$ cat config.mk
export PLATFORM = sky130hd
export DESIGN_NAME = ddr_app_arbiter
export DESIGN_NICKNAME = d
export VERILOG_FILES = /design/src/rtl/ddr_app_arbiter.sv
export SDC_FILE = /design/constraint.sdc
export NUM_CORES = 1
export LEC_CHECK = 0
export CORE_AREA = 2 2 356 358
export DETAILED_ROUTE_END_ITERATION = 6
export DIE_AREA = 0 0 358 360
export PLACE_DENSITY = 0.35
export SYNTH_ARGS = -nofsm -noshare
export SYNTH_HDL_FRONTEND = slang
export SYNTH_SLANG_ARGS = --single-unit
$ cat constraint.sdc
create_clock -name ui_clk -period 4.4 [get_ports ui_clk]
set_clock_uncertainty 0.15 [all_clocks]
set_input_delay 0.66 -clock ui_clk [delete_from_list [all_inputs] [get_ports ui_clk]]
set_output_delay 0.66 -clock ui_clk [all_outputs]
set_load 0.01 [all_outputs]
$ cat src/rtl/ddr_app_arbiter.sv
`timescale 1ns/1ps
// ddr_app_arbiter: shares one MIG 7-series app_* interface between two requesters (single-beat ops).
// Optional macro DDR_ARB_FIXED_PRIORITY_EN: port 0 always wins contention instead of round-robin.
module ddr_app_arbiter #(
    parameter int unsigned ADDR_WIDTH     = 28,
    parameter int unsigned APP_DATA_WIDTH = 128,
    parameter int unsigned MASK_WIDTH     = 16,
    parameter int unsigned RD_FIFO_DEPTH  = 16
) (
    input  logic                      ui_clk,
    input  logic                      ui_clk_sync_rst,
    input  logic                      init_calib_complete,

    input  logic                      p0_req_valid,
    output logic                      p0_req_ready,
    input  logic                      p0_req_write,
    input  logic [ADDR_WIDTH-1:0]     p0_req_addr,
    input  logic [APP_DATA_WIDTH-1:0] p0_req_wdata,
    input  logic [MASK_WIDTH-1:0]     p0_req_wmask,
    output logic                      p0_rsp_valid,
    output logic [APP_DATA_WIDTH-1:0] p0_rsp_data,

    input  logic                      p1_req_valid,
    output logic                      p1_req_ready,
    input  logic                      p1_req_write,
    input  logic [ADDR_WIDTH-1:0]     p1_req_addr,
    input  logic [APP_DATA_WIDTH-1:0] p1_req_wdata,
    input  logic [MASK_WIDTH-1:0]     p1_req_wmask,
    output logic                      p1_rsp_valid,
    output logic [APP_DATA_WIDTH-1:0] p1_rsp_data,

    output logic [ADDR_WIDTH-1:0]     app_addr,
    output logic [2:0]                app_cmd,
    output logic                      app_en,
    input  logic                      app_rdy,
    output logic [APP_DATA_WIDTH-1:0] app_wdf_data,
    output logic [MASK_WIDTH-1:0]     app_wdf_mask,
    output logic                      app_wdf_wren,
    output logic                      app_wdf_end,
    input  logic                      app_wdf_rdy,
    input  logic [APP_DATA_WIDTH-1:0] app_rd_data,
    input  logic                      app_rd_data_valid,
    input  logic                      app_rd_data_end,
    output logic                      err_unexpected_rd
);

    localparam int unsigned PTR_W = (RD_FIFO_DEPTH > 1) ? $clog2(RD_FIFO_DEPTH) : 1;
    localparam int unsigned CNT_W = $clog2(RD_FIFO_DEPTH + 1);

    typedef enum logic {
        S_IDLE,
        S_ISSUE
    } state_t;

    state_t                    r_state;
    state_t                    w_state_nxt;
    logic                      r_cmd_done;
    logic                      r_wdf_done;
    logic                      w_cmd_done_nxt;
    logic                      w_wdf_done_nxt;

    logic                      r_write;
    logic                      r_port;
    logic [2:0]                r_cmd;
    logic [ADDR_WIDTH-1:0]     r_addr;
    logic [APP_DATA_WIDTH-1:0] r_wdata;
    logic [MASK_WIDTH-1:0]     r_wmask;

    logic                      r_tag_mem [RD_FIFO_DEPTH];
    logic [PTR_W-1:0]          r_wr_ptr;
    logic [PTR_W-1:0]          r_rd_ptr;
    logic [CNT_W-1:0]          r_count;

    logic                      r_p0_rsp_valid;
    logic                      r_p1_rsp_valid;
    logic [APP_DATA_WIDTH-1:0] r_p0_rsp_data;
    logic [APP_DATA_WIDTH-1:0] r_p1_rsp_data;
    logic                      r_err;

    logic                      w_fifo_full;
    logic                      w_fifo_empty;
    logic                      w_elig0;
    logic                      w_elig1;
    logic                      w_grant_any;
    logic                      w_grant_port;
    logic                      w_sel_write;
    logic [ADDR_WIDTH-1:0]     w_sel_addr;
    logic [APP_DATA_WIDTH-1:0] w_sel_wdata;
    logic [MASK_WIDTH-1:0]     w_sel_wmask;
    logic                      w_cmd_fire;
    logic                      w_wdf_fire;
    logic                      w_push;
    logic                      w_pop;
    logic                      w_head_tag;
    logic                      w_unused;

    assign w_unused     = app_rd_data_end;

    assign w_fifo_full  = (r_count == CNT_W'(RD_FIFO_DEPTH));
    assign w_fifo_empty = (r_count == '0);

    // Writes never touch the tag FIFO, so only reads are throttled by its occupancy.
    assign w_elig0 = p0_req_valid && (p0_req_write || !w_fifo_full);
    assign w_elig1 = p1_req_valid && (p1_req_write || !w_fifo_full);

    assign w_grant_any = (r_state == S_IDLE) && init_calib_complete && !ui_clk_sync_rst
                         && (w_elig0 || w_elig1);

`ifdef DDR_ARB_FIXED_PRIORITY_EN
    assign w_grant_port = !w_elig0;
`else
    logic r_last_grant;

    always_comb begin
        if (w_elig0 && w_elig1) begin
            w_grant_port = !r_last_grant;
        end else begin
            w_grant_port = !w_elig0;
        end
    end

    always_ff @(posedge ui_clk) begin
        if (ui_clk_sync_rst) begin
            r_last_grant <= 1'b1;
        end else if (w_grant_any) begin
            r_last_grant <= w_grant_port;
        end
    end
`endif

    assign p0_req_ready = w_grant_any && !w_grant_port;
    assign p1_req_ready = w_grant_any &&  w_grant_port;

    assign w_sel_write = w_grant_port ? p1_req_write : p0_req_write;
    assign w_sel_addr  = w_grant_port ? p1_req_addr  : p0_req_addr;
    assign w_sel_wdata = w_grant_port ? p1_req_wdata : p0_req_wdata;
    assign w_sel_wmask = w_grant_port ? p1_req_wmask : p0_req_wmask;

    always_ff @(posedge ui_clk) begin
        if (ui_clk_sync_rst) begin
            r_write <= 1'b0;
            r_port  <= 1'b0;
            r_cmd   <= '0;
            r_addr  <= '0;
            r_wdata <= '0;
            r_wmask <= '0;
        end else if (w_grant_any) begin
            r_write <= w_sel_write;
            r_port  <= w_grant_port;
            r_cmd   <= w_sel_write ? 3'b000 : 3'b001;
            r_addr  <= w_sel_addr;
            r_wdata <= w_sel_wdata;
            r_wmask <= w_sel_wmask;
        end
    end

    assign w_cmd_fire = app_en && app_rdy;
    assign w_wdf_fire = app_wdf_wren && app_wdf_rdy;

    always_comb begin
        w_state_nxt    = r_state;
        w_cmd_done_nxt = r_cmd_done;
        w_wdf_done_nxt = r_wdf_done;
        app_en         = 1'b0;
        app_wdf_wren   = 1'b0;
        app_wdf_end    = 1'b0;
        case (r_state)
            S_IDLE: begin
                if (w_grant_any) begin
                    w_state_nxt    = S_ISSUE;
                    w_cmd_done_nxt = 1'b0;
                    w_wdf_done_nxt = 1'b0;
                end
            end
            S_ISSUE: begin
                app_en         = !r_cmd_done;
                app_wdf_wren   = r_write && !r_wdf_done;
                app_wdf_end    = r_write && !r_wdf_done;
                // Command and data channels close independently; leave once both are closed.
                w_cmd_done_nxt = r_cmd_done || (app_en && app_rdy);
                w_wdf_done_nxt = r_wdf_done || (app_wdf_wren && app_wdf_rdy);
                if (w_cmd_done_nxt && (w_wdf_done_nxt || !r_write)) begin
                    w_state_nxt    = S_IDLE;
                    w_cmd_done_nxt = 1'b0;
                    w_wdf_done_nxt = 1'b0;
                end
            end
            default: w_state_nxt = S_IDLE;
        endcase
    end

    always_ff @(posedge ui_clk) begin
        if (ui_clk_sync_rst) begin
            r_state    <= S_IDLE;
            r_cmd_done <= 1'b0;
            r_wdf_done <= 1'b0;
        end else begin
            r_state    <= w_state_nxt;
            r_cmd_done <= w_cmd_done_nxt;
            r_wdf_done <= w_wdf_done_nxt;
        end
    end

    assign app_addr     = r_addr;
    assign app_cmd      = r_cmd;
    assign app_wdf_data = r_wdata;
    assign app_wdf_mask = r_wmask;

    assign w_push     = w_cmd_fire && !r_write;
    assign w_pop      = app_rd_data_valid && !w_fifo_empty;
    assign w_head_tag = r_tag_mem[r_rd_ptr];

    always_ff @(posedge ui_clk) begin
        if (w_push) begin
            r_tag_mem[r_wr_ptr] <= r_port;
        end
    end

    always_ff @(posedge ui_clk) begin
        if (ui_clk_sync_rst) begin
            r_wr_ptr <= '0;
            r_rd_ptr <= '0;
            r_count  <= '0;
        end else begin
            if (w_push) begin
                r_wr_ptr <= (r_wr_ptr == PTR_W'(RD_FIFO_DEPTH - 1)) ? '0 : r_wr_ptr + PTR_W'(1);
            end
            if (w_pop) begin
                r_rd_ptr <= (r_rd_ptr == PTR_W'(RD_FIFO_DEPTH - 1)) ? '0 : r_rd_ptr + PTR_W'(1);
            end
            case ({w_push, w_pop})
                2'b10:   r_count <= r_count + CNT_W'(1);
                2'b01:   r_count <= r_count - CNT_W'(1);
                default: r_count <= r_count;
            endcase
        end
    end

    always_ff @(posedge ui_clk) begin
        if (ui_clk_sync_rst) begin
            r_p0_rsp_valid <= 1'b0;
            r_p1_rsp_valid <= 1'b0;
            r_p0_rsp_data  <= '0;
            r_p1_rsp_data  <= '0;
            r_err          <= 1'b0;
        end else begin
            r_p0_rsp_valid <= w_pop && !w_head_tag;
            r_p1_rsp_valid <= w_pop &&  w_head_tag;
            if (w_pop && !w_head_tag) begin
                r_p0_rsp_data <= app_rd_data;
            end
            if (w_pop && w_head_tag) begin
                r_p1_rsp_data <= app_rd_data;
            end
            if (app_rd_data_valid && w_fifo_empty) begin
                r_err <= 1'b1;
            end
        end
    end

    assign p0_rsp_valid      = r_p0_rsp_valid;
    assign p1_rsp_valid      = r_p1_rsp_valid;
    assign p0_rsp_data       = r_p0_rsp_data;
    assign p1_rsp_data       = r_p1_rsp_data;
    assign err_unexpected_rd = r_err;

endmodule

==> out/metrics.json <==
{
  "worst_hold_path_type": "flop to flop",
  "antenna_violations_before_repair": 48,
  "worst_setup_path_start_kind": "flop",
  "synth.largest_area_cell": "dfxtp_1",
  "synth-seq-cells": 471,
  "drv_cap": 0,
  "timing.critical_path.arrival_ns": 3.18,
  "starting_density_pct": 14.5,
  "numPlacedInstances": 4212,
  "cts_repair_resize_count": 0,
  "relative_slew_margins_pct": 26.6,
  "via_count_of_the_first_global_routing_pass": 17534,
  "highest_clock_frequency_the_design_can_meet_mhz": 251,
  "ys.warnings.count": 0,
  "finalNetCount": 3117,
  "synthesis.area_per_instance_sq_um": 10.3,
  "vias_per_cell": 3.84,
  "combinational_power_share_pct": 22.9,
  "route.antenna.remaining_nets": 0,
  "synth_seq_area_share_pct": 52.8,
  "power-per-cell-area_mw_per_mm2": 426,
  "grt.overflow.total": 0,
  "worst-path-max-fanout": 8,
  "cts-buffers-inserted": 61,
  "clockRootBuffer": "clkbuf_16",
  "fin_crit_ns": 3.99,
  "global_route.usage.total_pct": 13.2,
  "power.switching_fraction_pct": 27.8,
  "row_count": 130,
  "netlist_area_sq_mm": 0.0182,
  "hold_viol_final": 0,
  "power.share.clock_pct": 39.4,
  "utilization_pct": 25.0,
  "clock_latency_ns": 0.67,
  "post_cts.repair.setup_buffers": 0,
  "share_seq_of_total_power_pct": 37.7,
  "yosysTopAreaCellShare_pct": 50.2,
  "count_of_flip_flops_with_a_built_in_enable_after_synthesis": 16,
  "path_class": "flop to primary output",
  "instances_no_fill": 4341,
  "final.setup.tns_ns": 0,
  "grt_max_degree": 204,
  "cts_buffer_depth": 3,
  "power_leakage_nw": 14.1,
  "share_of_synthesized_flip_flops_with_an_asynchronous_set_or_reset_pct": 0,
  "timing.final.setup_violations": 0,
  "grt_first_pass_wirelength_mm": 125,
  "tightest_slew_ns": 1.10,
  "most-common-layout-cells": "918 x clkdlybuf4s50_1, 455 x dfxtp_1, 403 x nand2_1, 266 x mux2i_1, 175 x a21o_1",
  "layout-drive-gt1-share_pct": 4.93,
  "cts_tree": "built",
  "p_int_mw": 9.60,
  "routedWlPerCell_um": 20.6,
  "postPlaceCellArea_sq_mm": 0.0291,
  "power.total_mw": 13.3,
  "chipHeight_um": 360,
  "most_common_cell_after_layout_fill_and_taps_aside": "clkdlybuf4s50_1",
  "first_iter_violations": 718,
  "fillerInstances": 13338,
  "synthesis.instances": 1760,
  "net-switching-power_mw": 3.69,
  "timing.final.crit_share_pct": 90.6,
  "timing_max_transition_violations_final": 0,
  "syn_to_final_growth_pct": 71.8,
  "worst_setup_path_end_kind": "primary output",
  "post_synth_num_cell_types": 48,
  "ir_worst_vdd_v": 0.000292,
  "stdcell_area_sq_mm": 0.0312,
  "wl_mm": 89.4,
  "detailed_place_hpwl_mm": 68.5,
  "worst-endpoint-required_ns": 3.59,
  "routabilityCongestion": 0.808,
  "detailedRoute.firstPassIterationCount": 5,
  "rsz0062_at_grt": "false",
  "ios": 922,
  "postCtsHoldBufs": 0,
  "synth_flop_cell": "dfxtp_1",
  "cts-htree-levels": 2,
  "placement.io_buffers": 918,
  "core_region_area_sq_mm": 0.125,
  "clk_pin_slew_worst_paths_ns": 0.06,
  "total_die_area_sq_mm": 0.129,
  "numClockSinks": 471,
  "run_status": "finished clean",
  "num_vias": 16681,
  "die_x_um": 358,
  "synth_top_cells_by_area": "dfxtp_1 50%, mux2i_1 15%, nand2_1 8.3%",
  "drc": 0
}
## through the flow
stage	hold slack, ns	worst slack, ns
after floorplan	0.303	1.21
after global placement	0.285	0.636
after detailed placement	0.288	0.661
after CTS	0.301	0.231
after global routing	0.315	0.269
final	0.296	0.413
## state kept, by name, indices dropped and copies added, names as in the netlist, 5 cells and up, named ones only
signal / cells
app_wdf_data: 128
r_count: 5
r_tag_mem: 16
app_addr: 28
p0_rsp_data: 128
app_wdf_mask: 16
p1_rsp_data: 128
## power by group through the flow
stage / logic, mW / clock network [mW] / registers [mW]
floorplan: 1.15 / 0 / 5.25
global placement: 3.09 / 0 / 5.09
detailed placement: 3.10 / 0 / 5.11
CTS: 3.11 / 5.47 / 5.02
global route: 3.26 / 5.64 / 5.07
finish: 3.04 / 5.24 / 5.01
## cells by family (layout without fill, tap and decap cells)
logic type               Yosys count  count (layout)  synth area share, %
AO/OA/AOI/OAI                    388             388                 17.2
multiplexers                     267             267                 14.7
other                              1              18               0.0207
flip-flops                       471             471                 52.8
adder cells (fa/ha/maj)            9               9                0.620
AND/OR/NAND/NOR                  468             468                 10.1
buffers and inverters            150            1064                 4.20
XOR/XNOR                           6               6                0.289
## per-layer routing
metal / up-vias / share of wire [%] / global-route usage, %
met1: 7917 / 36 / 13.3
met5: - / 0.18 / 0
met3: 159 / 11 / 6.30
li1: 7901 / - / -
met2: 680 / 50 / 23.8
met4: 24 / 2.6 / 4.16
## critical path, stage by stage (launching register included)
cell and delay (ns):
dfxtp_1 0.38, or4_4 0.60, o31a_1 0.32, a211oi_4 0.41, clkdlybuf4s50_1 0.78
## synth_stat cells (5+ instances only)
cell type / n
mux2i_1: 266
buf_4: 21
nand2b_1: 7
edfxtp_1: 16
buf_2: 24
nor3_1: 11
a21oi_1: 12
a22o_1: 172
a21o_1: 175
clkbuf_1: 78
nor2_1: 30
inv_1: 6
buf_1: 7
dfxtp_1: 455
nand2_1: 403
xor2_1: 6
o21ai_0: 5
buf_6: 12
ha_1: 9
## path summary, 6_finish.rpt
kind / slack (ns) / end / depth (start not counted) / startpoint
worst min register to register: 0.30 / app_wdf_data[40] / 1 / app_wdf_data[40]
worst max-delay path: 0.41 / p1_req_ready / 4 / r_count[1]
worst max register to register: 0.90 / r_count[4] / 11 / r_count[1]
worst min-delay path: 0.30 / app_wdf_data[40] / 1 / app_wdf_data[40]
## cell type report
| cell class | count | area [sq um] | share of cell area, % |
|---|---|---|---|
| clock inverters | 18 | 269 | 0.862 |
| well taps | 1650 | 2060 | 6.62 |
| diodes | 16 | 40.0 | 0.128 |
| clock buffers | 95 | 1820 | 5.85 |
| repair buffers | 943 | 9530 | 30.5 |
| inverters | 8 | 37.5 | 0.120 |
| flip-flops and latches | 471 | 9590 | 30.7 |
| multi-input cells | 1140 | 7840 | 25.1 |
Power figures use the tool's default switching activity.
